==> src/rtl/fetch_unit.sv <==
// Instruction fetch stage: PC register, IF/ID latch and RUN/HOLD/HALT control.
// Optional HOLD watchdog compiled in with FETCH_HOLD_TIMEOUT_EN.
module fetch_unit (
    input  logic        clk,
    input  logic        rst,
    output logic [15:0] imem_addr,
    input  logic [15:0] imem_instr,
    input  logic        stall,
    input  logic        redirect,
    input  logic [15:0] redirect_pc,
    output logic [15:0] instr_out,
    output logic [15:0] PC_out,
    output logic        valid_out,
    output logic        PC_hazard_out,
    output logic        halted,
    output logic        hold_timeout
);

    localparam int unsigned XLEN = 16;
    localparam int unsigned OPW  = 4;
    localparam int unsigned CNTW = 3;

    localparam logic [OPW-1:0] OP_CALL = 4'hD;
    localparam logic [OPW-1:0] OP_RET  = 4'hE;
    localparam logic [OPW-1:0] OP_HLT  = 4'hF;

    typedef enum logic [1:0] {
        ST_RUN  = 2'd0,
        ST_HOLD = 2'd1,
        ST_HALT = 2'd2
    } state_e;

    state_e            state_q, state_d;
    logic [XLEN-1:0]   pc_q, pc_d;
    logic [XLEN-1:0]   instr_q, instr_d;
    logic [XLEN-1:0]   pcout_q, pcout_d;
    logic              valid_q, valid_d;
    logic [XLEN-1:0]   pc_inc;
    logic [OPW-1:0]    opcode;

`ifdef FETCH_HOLD_TIMEOUT_EN
    logic [CNTW-1:0]   cnt_q, cnt_d;
    logic              timeout_q, timeout_d;
    localparam logic [CNTW-1:0] CNT_LAST = CNTW'(6);
`endif

    assign pc_inc = pc_q + XLEN'(1);
    assign opcode = imem_instr[XLEN-1:XLEN-OPW];

    // Next-state and IF/ID update; redirect wins over stall, stall over state action
    always_comb begin
        state_d = state_q;
        pc_d    = pc_q;
        instr_d = instr_q;
        pcout_d = pcout_q;
        valid_d = valid_q;
`ifdef FETCH_HOLD_TIMEOUT_EN
        cnt_d     = cnt_q;
        timeout_d = timeout_q;
`endif
        if (redirect) begin
            pc_d    = redirect_pc;
            instr_d = '0;
            valid_d = 1'b0;
            state_d = ST_RUN;
`ifdef FETCH_HOLD_TIMEOUT_EN
            cnt_d   = '0;
`endif
        end else if (!stall) begin
            case (state_q)
                ST_RUN: begin
                    instr_d = imem_instr;
                    pcout_d = pc_inc;
                    valid_d = 1'b1;
                    if (opcode == OP_HLT) begin
                        state_d = ST_HALT;
                    end else begin
                        pc_d = pc_inc;
                        if (opcode == OP_CALL || opcode == OP_RET) begin
                            state_d = ST_HOLD;
`ifdef FETCH_HOLD_TIMEOUT_EN
                            cnt_d   = '0;
`endif
                        end
                    end
                end
                ST_HOLD: begin
                    instr_d = '0;
                    valid_d = 1'b0;
`ifdef FETCH_HOLD_TIMEOUT_EN
                    cnt_d = cnt_q + CNTW'(1);
                    if (cnt_q == CNT_LAST) begin
                        state_d   = ST_RUN;
                        timeout_d = 1'b1;
                    end
`endif
                end
                ST_HALT: begin
                    instr_d = '0;
                    valid_d = 1'b0;
                end
                default: begin
                    state_d = ST_RUN;
                end
            endcase
        end
    end

    always_ff @(posedge clk or posedge rst) begin
        if (rst) begin
            state_q <= ST_RUN;
            pc_q    <= '0;
            instr_q <= '0;
            pcout_q <= '0;
            valid_q <= 1'b0;
        end else begin
            state_q <= state_d;
            pc_q    <= pc_d;
            instr_q <= instr_d;
            pcout_q <= pcout_d;
            valid_q <= valid_d;
        end
    end

`ifdef FETCH_HOLD_TIMEOUT_EN
    // Watchdog counter and sticky timeout flag
    always_ff @(posedge clk or posedge rst) begin
        if (rst) begin
            cnt_q     <= '0;
            timeout_q <= 1'b0;
        end else begin
            cnt_q     <= cnt_d;
            timeout_q <= timeout_d;
        end
    end
    assign hold_timeout = timeout_q;
`else
    assign hold_timeout = 1'b0;
`endif

    assign imem_addr     = pc_q;
    assign instr_out     = instr_q;
    assign PC_out        = pcout_q;
    assign valid_out     = valid_q;
    assign PC_hazard_out = (state_q == ST_HOLD);
    assign halted        = (state_q == ST_HALT);

endmodule

==> config.mk <==
export PLATFORM = sky130hd
export DESIGN_NAME = fetch_unit
export DESIGN_NICKNAME = d
export VERILOG_FILES = /design/src/rtl/fetch_unit.sv
export SDC_FILE = /design/constraint.sdc
export NUM_CORES = 1
export LEC_CHECK = 0
export BUFFER_PORTS_ARGS = -buffer_cell sky130_fd_sc_hd__clkbuf_2
export CAP_MARGIN = 20
export CORE_AREA = 3 3 75 77
export DETAILED_ROUTE_END_ITERATION = 7
export DIE_AREA = 0 0 78 80
export PLACE_DENSITY_LB_ADDON = 0.12
export SLEW_MARGIN = 20
export SYNTH_ARGS = -nofsm -noshare
export SYNTH_HDL_FRONTEND = slang
export SYNTH_SLANG_ARGS = --single-unit
==> constraint.sdc <==
create_clock -name clk -period 2.45 [get_ports clk]
set_clock_uncertainty 0.15 [all_clocks]
set_input_delay 0.49 -clock clk [delete_from_list [all_inputs] [get_ports clk]]
set_output_delay 0.49 -clock clk [all_outputs]
set_load 0.05 [all_outputs]
Yosys cells after proc, flatten, opt, wreduce, memory -nomap -nowiden
Index checks and enable logic that the tools add are counted.
Word-level totals
  word-level logic and storage cells: 41
  input port bits: 36
  bits in registers: 51
  output and inout port bits: 52
Cells by class
  add/sub/neg operators: 1
  bitwise logic cells: 2
  reduce and logical (&&, ||, !) cells: 9
  equality and inequality tests: 9
  muxes and demuxes: 15
Operator list (count)
  $mux 16: 6
  $pmux 16 s2: 1
  $add 16x1->16 const B: 1
  $eq 4x4->1 const B: 3
  $reduce_and 3->1: 3
  $mux 2: 4
  $ne 2x1->1 const B: 2
  $ne 4x4->1 const B: 1
  $pmux 2 s2: 1
  $reduce_bool 3->1: 1
  $eq 2x1->1 const B: 1
  $eq 2x2->1 const B: 1
  $logic_not 2->1: 1
  $mux 1: 2
  $ne 2x2->1 const B: 1
  $not 1->1: 2
  $pmux 1 s2: 1
  $reduce_and 2->1: 1
  $reduce_bool 2->1: 1
  $reduce_or 2->1: 1
  $logic_or 1x1->1: 1

Depth between registers and ports, before layout
Gate-level depths: netlist (run 1).
  depth after elaboration: 7
  gate-level depth with buffers: 7
  depth with buffers taken out: 6

Worst setup path after synthesis (run 1)
Ideal clock, no wire load.
  kind: register to register
  from: register pc_q[0] (netlist: imem_addr[0])
  to: register pc_q[14] (netlist: imem_addr[14])
  cell stages (with the launch flop): 6
  data arrival time: 2.042 ns
  setup time: 0.150 ns
  setup slack: 0.107 ns
  period minus slack after synthesis: 2.343 ns
  cells stage by stage: dfrtp_1 -> ha_1 -> nand3_1 -> or4_2 -> o21ai_0 -> o311ai_1
On the way
  cells in the longest elaborated chain, start to end: 5
Ends and longest elaborated chain
  from (decl): RTL line 34  | logic [XLEN-1:0] pc_q, pc_d;
  from (signal assigned): RTL line 118  | pc_q <= pc_d;
  $add 16x1->16: RTL line 47  | assign pc_inc = pc_q + XLEN'(1);
  $mux 16: RTL line 75  | if (opcode == OP_HLT) begin
  $mux 16: RTL line 70  | case (state_q)
  $mux 16: RTL line 69  | end else if (!stall) begin
  $mux 16: RTL line 61  | if (redirect) begin
No other way between the ends. The select of a mux whose other input is x is not followed.
A chain may end at the register's enable or synchronous reset.

Worst setup path in the final report (run 1)
  from: register state_q[0]
  to: register pc_q[14] (netlist: imem_addr[14])
On the way
  cells in the longest elaborated chain, start to end: 3
Ends and longest elaborated chain
  from (decl): RTL line 33  | state_e state_q, state_d;
  from (signal assigned): RTL line 117  | state_q <= state_d;
  $logic_not 2->1: RTL line 70
  $reduce_bool 2->1 (no line)
  $reduce_and 3->1 (no line)
No other way between the ends.

==> results of run 1 <==
[cell families (layout without fill, tap and decap cells)]
group	count (synthesis)	after routing	share of synthesized area, %
simple gates	85	85	18.0
other cells	1	1	0.151
mux	2	2	0.904
buf+inv	20	107	3.47
fa+ha+maj	4	4	2.01
xor+xnor	17	17	5.98
flops	51	51	51.3
compound gates	62	62	18.2
[path summary, 6_finish.rpt]
kind	startpoint	endpoint	slack, ns	cells past startpoint
worst min-delay path	rst	PC_out[1]	0.01	2
max in group asynchronous	rst	imem_addr[13]	1.55	3
worst max register to register	state_q[0]	imem_addr[14]	0.18	6
worst max-delay path	state_q[0]	imem_addr[14]	0.18	6
min in group clk	redirect_pc[7]	imem_addr[7]	0.24	3
worst min register to register	PC_out[6]	PC_out[6]	0.33	2
[metal layers]
layer	vias up	part of all wire, %
met3	7	7.6
li1	1050	-
met2	79	44
met5	-	0
met1	1013	47
met4	0	1.2
[Yosys cell counts (all sizes together) (6+ instances only)]
| master | number |
|---|---|
| buf | 7 |
| xnor2 | 8 |
| dfrtp | 51 |
| nor3 | 6 |
| nor2 | 10 |
| a221o | 6 |
| nand3 | 8 |
| xor2 | 9 |
| clkbuf | 8 |
| a22o | 16 |
| nand2 | 32 |
| o21ai | 22 |
[sequential cells by signal (all words and copies together) (netlist names)]
name,flops
instr_out,16
valid_out,1
PC_out,16
imem_addr,16
state_q,2
[power breakdown]
| group | leakage, nW | switching, mW | internal (mW) | total [mW] |
|---|---|---|---|---|
| Sequential | 0.656 | 0.127 | 0.994 | 1.12 |
| Combinational | 0.829 | 0.838 | 0.275 | 1.11 |
| Clock | 0.0452 | 0.304 | 0.209 | 0.512 |
| Total | 1.53 | 1.27 | 1.48 | 2.75 |
[area by class of cell]
class | instances | area share (%)
Inverter | 5 | 0.606
Clock inverter | 3 | 0.808
Sequential cell | 51 | 41.2
Multi-Input combinational cell | 171 | 36.5
Timing Repair Buffer | 94 | 15.8
Tap cell | 70 | 2.83
Clock buffer | 5 | 2.22
[worst reg2reg max path, delay by kind of cell (launching register included)]
kind            cells  cell delay, ns
fa+ha+maj           1            0.26
simple gates        2            0.75
flops               1            0.40
buf+inv             2            0.35
compound gates      1            0.26
[metrics by stage]
stage / cell area (um^2) / cells
after detailed placement: 3000 / 391
after floorplan: 2490 / 242
after global placement: 3000 / 391
after global routing: 3100 / 399
after CTS: 3090 / 399
final: 3100 / 399
[cell usage in the layout, fill, tap and decap left out, drive strengths merged, types with 2 or more instances in the layout]
cell type,n
ha,4
xnor2,8
and3,4
mux2,2
a221o,6
dfrtp,51
xor2,9
nand3,8
nand2b,3
o211ai,2
buf,8
o311ai,4
nor4,3
a21oi,2
nand2,32
clkbuf,91
nor3,6
or4,3
nand4,5
a21o,5
a22o,16
nor2b,3
nor3b,3
o21ai,22
nor2,10
inv,7
or3,2
==> flow_summary.ini, run 1 <==
[setup_path]
worstPathRequired_ns = 2.51
crit_buf_inv = 2
slowest_delay_ns = 0.40
worst_ep_arrival_time_ns = 2.34
slowest_stage = dfrtp_1
end_kind = flop
crit_family = simple AND/OR/NAND/NOR gates
start_kind = flop
worstPathCellList = inv_1, ha_1, nor3b_1, nand2_1, buf_4, o311ai_1
worst-setup-path-type = reg2reg
path_max_fanout = 11

[global_route]
antenna_found_initial = 0
top_usage_layer = met1
grtUsageMet2_pct = 30.0
gr-usage-all-layers_pct = 20.6
grt_pass1_wl_mm = 9.97
grt_pass1_vias = 1974
met1_usage_pct = 30.7
grt_overflow = 0
gr-usage-met3_pct = 4.97
grt_max_degree = 34

[routing]
via_count = 2149
routed_wl_mm = 6.03
ant_nets = 0
drt_iter0_drc = 156
drt-pass1-iter-count = 4
wire_per_inst_um = 15.1
drc_errors = 0
vias_per_cell = 5.39

[cts]
path_clk_slew_ns = 0.10
clkLatencyLatePin_ns = 0.31
cts_setup_buffers = 0
root_buffer = clkbuf_8
clock_path_buffers = 2
ctsHoldBuffers = 0
cts_sinks = 51
cts_resized = 0
numCtsBuffers = 5
h-tree-depth = 2
cts_tree = yes

[timing]
maxSlewHeadroom_pct = 54.8
worst_pin_slew_ns = 0.677
worst_slack_ns = 0.180
fin_crit_ns = 2.27
finalCritPeriodShare_pct = 92.7
drv_slew = 0
rsz0062_at_grt = no
hold_viol_final = 0
timing.fmax_ghz = 0.440
finalSetupTns_ns = 0
hold_slack_ns = 0.00981
setup_viol = 0

[place]
numPortBuffers = 86
dpl_worst_slack_ns = 0.248
gp_routability_congestion = 0.812
place_hpwl_mm = 4.56

[layout]
diodes = 0
final_nets = 368
fillers = 474
area_delta_synth_final_pct = 24.4
drive_gt1_share_pct = 35.6
final_util_pct = 61.0
multiInputGateArea_um2 = 1130
seq_area_um2 = 1280

[logic_synthesis]
syn_area_per_cell_um2 = 10.3
synth_enable_flop_cells = 0
ys.flop_type = dfrtp_1
ys_seq_elements = 51
yosysWarnings = 0
ys_seq_area_share_pct = 51.3
yosys-top-cells-area = dfrtp_1 51%, a22o_1 5.6%, nand2_1 4.8%
synthArstFlopShare_pct = 100
synthesis.nets = 282
synth_top_area_cell = dfrtp_1
synth_area_um2 = 2490
synth_top_area_share_pct = 51.3
synth_cell_type_count = 48
synthCells = 242

[floorplan]
pin_count = 88
start_util_pct = 49.1
dieHeight_um = 80
die_w_um = 78
die_area_um2 = 6240
core_um2 = 5070
rows = 26

[power_and_ir_drop]
p_leak_nw = 1.53
power_density_nw_per_um2 = 887
totalPowerFinal_mw = 2.75
ir_drop_mv = 0.406

[outcome]
status = complete, no violations

[worst_hold_path]
hp-class = in2async

[flow_run]
drv_cap = 0
Note: power is estimated with default switching activity, not from simulation.
==> inputs of run 2 (changes only) <==
Settings changed: CTS_CLUSTER_SIZE set to 40, REMOVE_ABC_BUFFERS set to 1.
==> run 2 against run 1 <==
Routed wire length rose by 0.63%. Sequential share of layout area fell by 0.72 points. Clock power rose by 35%. Final area rose by 1.8%. Via count fell by 3.3%. Maximum frequency rose by 3.9%. Power rose by 6.6%. Register-to-register slack improved by 0.08 ns. Die area did not move. Cell count did not move. Non-clock buffer count did not move. Global-route usage rose by 0.20 points.
==> flow_summary.ini, run 2 (synthesis results as in run 1) <==
[outcome]
status = complete, no violations

[setup_path]
crit_buf_inv = 2
r2r_start = state_q[0]
worst_ep_arrival_time_ns = 2.24
crit_path_start = state_q[0]
slowest_delay_ns = 0.40
reg2reg_slack_ns = 0.26
start_kind = flop
worstPathRequired_ns = 2.50
worstPathCellList = inv_1, ha_1, nor3b_1, nand2_1, buf_4, o311ai_1
worst-setup-path-type = reg2reg
path_max_fanout = 7
slowest_stage = dfrtp_1
r2r_end = imem_addr[14]
crit_family = simple AND/OR/NAND/NOR gates
end_kind = flop
reg2regPathDepth = 6

[global_route]
grt_pass1_wl_mm = 10.3
grt_max_degree = 28
grt_pass1_vias = 2121
gr-usage-all-layers_pct = 20.8
grt_overflow = 0
antenna_found_initial = 0

[floorplan]
start_util_pct = 49.1
dieHeight_um = 80
core_um2 = 5070
rows = 26
die_area_um2 = 6240
pin_count = 88
die_w_um = 78

[timing]
setup_viol = 0
finalSetupTns_ns = 0
hold_slack_ns = 0.0697
finalCritPeriodShare_pct = 89.2
worst_pin_slew_ns = 0.720
drv_slew = 0
fin_crit_ns = 2.19
rsz0062_at_grt = no
timing.fmax_ghz = 0.458
hold_viol_final = 0
maxSlewHeadroom_pct = 52.0

[cts]
clock_path_buffers = 2
cts_resized = 0
root_buffer = clkbuf_8
cts_setup_buffers = 0
path_clk_slew_ns = 0.09
clkLatencyLatePin_ns = 0.30
h-tree-depth = 2
numCtsBuffers = 5
cts_sinks = 51
ctsHoldBuffers = 0
cts_tree = yes

[place]
numPortBuffers = 86
dpl_cell_area_um2 = 3010
place_hpwl_mm = 4.48
gp_routability_congestion = 0.786
dp.cells = 391

[layout]
multiInputGateArea_um2 = 1130
area_delta_synth_final_pct = 26.6
layout.cells.non_filler = 399
diodes = 0
final_area_um2 = 3150
seq_area_um2 = 1280
final_cell_mix = 86 x clkbuf_2, 51 x dfrtp_1, 32 x nand2_1
fillers = 460
final_common_cell = clkbuf_2
drive_gt1_share_pct = 35.6
final_nets = 368

[routing]
via_count = 2078
drc_errors = 0
vias_per_cell = 5.21
routed_wl_mm = 6.07
ant_nets = 0
drt-pass1-iter-count = 4
wl_met3_um = 290
wire_per_inst_um = 15.2
top_layer = met4
wl_met1_mm = 2.84
drt_iter0_drc = 70
met2_length_mm = 2.87

[power_and_ir_drop]
totalPowerFinal_mw = 2.93
power_density_nw_per_um2 = 929
p_leak_nw = 1.55
ir_drop_mv = 0.442

[flow_run]
drv_cap = 0

[worst_hold_path]
hp-class = in2async
==> run 2: cell count changes in the layout (fill, tap and decap cells not counted), sizes merged <==
cell    change
inv         -2
bufinv      +2
==> run 2: final cells by class <==
cell class | count | share of cell area, %
Tap cell | 70 | 2.78
Inverter | 5 | 0.595
Clock buffer | 5 | 2.18
Sequential cell | 51 | 40.5
Timing Repair Buffer | 94 | 16.0
Clock inverter | 3 | 2.14
Multi-Input combinational cell | 171 | 35.8
==> run 2: power by group <==
part           total, mW  leakage (nW)  internal (mW)  switching, mW
sequential          1.13         0.656          0.994          0.133
combinational       1.11         0.834          0.279          0.829
clock              0.693        0.0644          0.407          0.285
total               2.93          1.55           1.68           1.25
==> run 2: worst register-to-register path: cells and delay by family, from the launching register on <==
kind | cells | cell delay, ns
flip-flops | 1 | 0.40
adder cells (fa/ha/maj) | 1 | 0.26
AND/OR/NAND/NOR | 2 | 0.67
AO/OA/AOI/OAI | 1 | 0.27
buffers and inverters | 2 | 0.34
==> run 2: per-layer routing <==
metal,track usage (%),up-vias
met3,3.50,6
met5,0,-
met2,34.9,57
met1,28.0,977
li1,-,1038
met4,5.42,0
==> run 2: how the worst max path moves through the flow <==
| stage | to | slack, ns | cells after the start |
|---|---|---|---|
| floorplan | imem_addr[14] | 0.11 | 5 |
| global placement | instr_out[4] | 0.29 | 6 |
| detailed placement | instr_out[6] | 0.20 | 6 |
| CTS | instr_out[9] | 0.18 | 6 |
| global route | imem_addr[15] | 0.03 | 7 |
| finish | imem_addr[14] | 0.26 | 6 |
==> run 2: through the flow <==
| step | worst slack (ns) | utilization (%) |
|---|---|---|
| 2_1_floorplan | 0.107 | - |
| 3_3_place_gp | 0.286 | 59.4 |
| 3_5_place_dp | 0.200 | 59.4 |
| 4_1_cts | 0.182 | 62.1 |
| 5_1_grt | 0.0332 | 62.1 |
| 6_report | 0.265 | 62.1 |
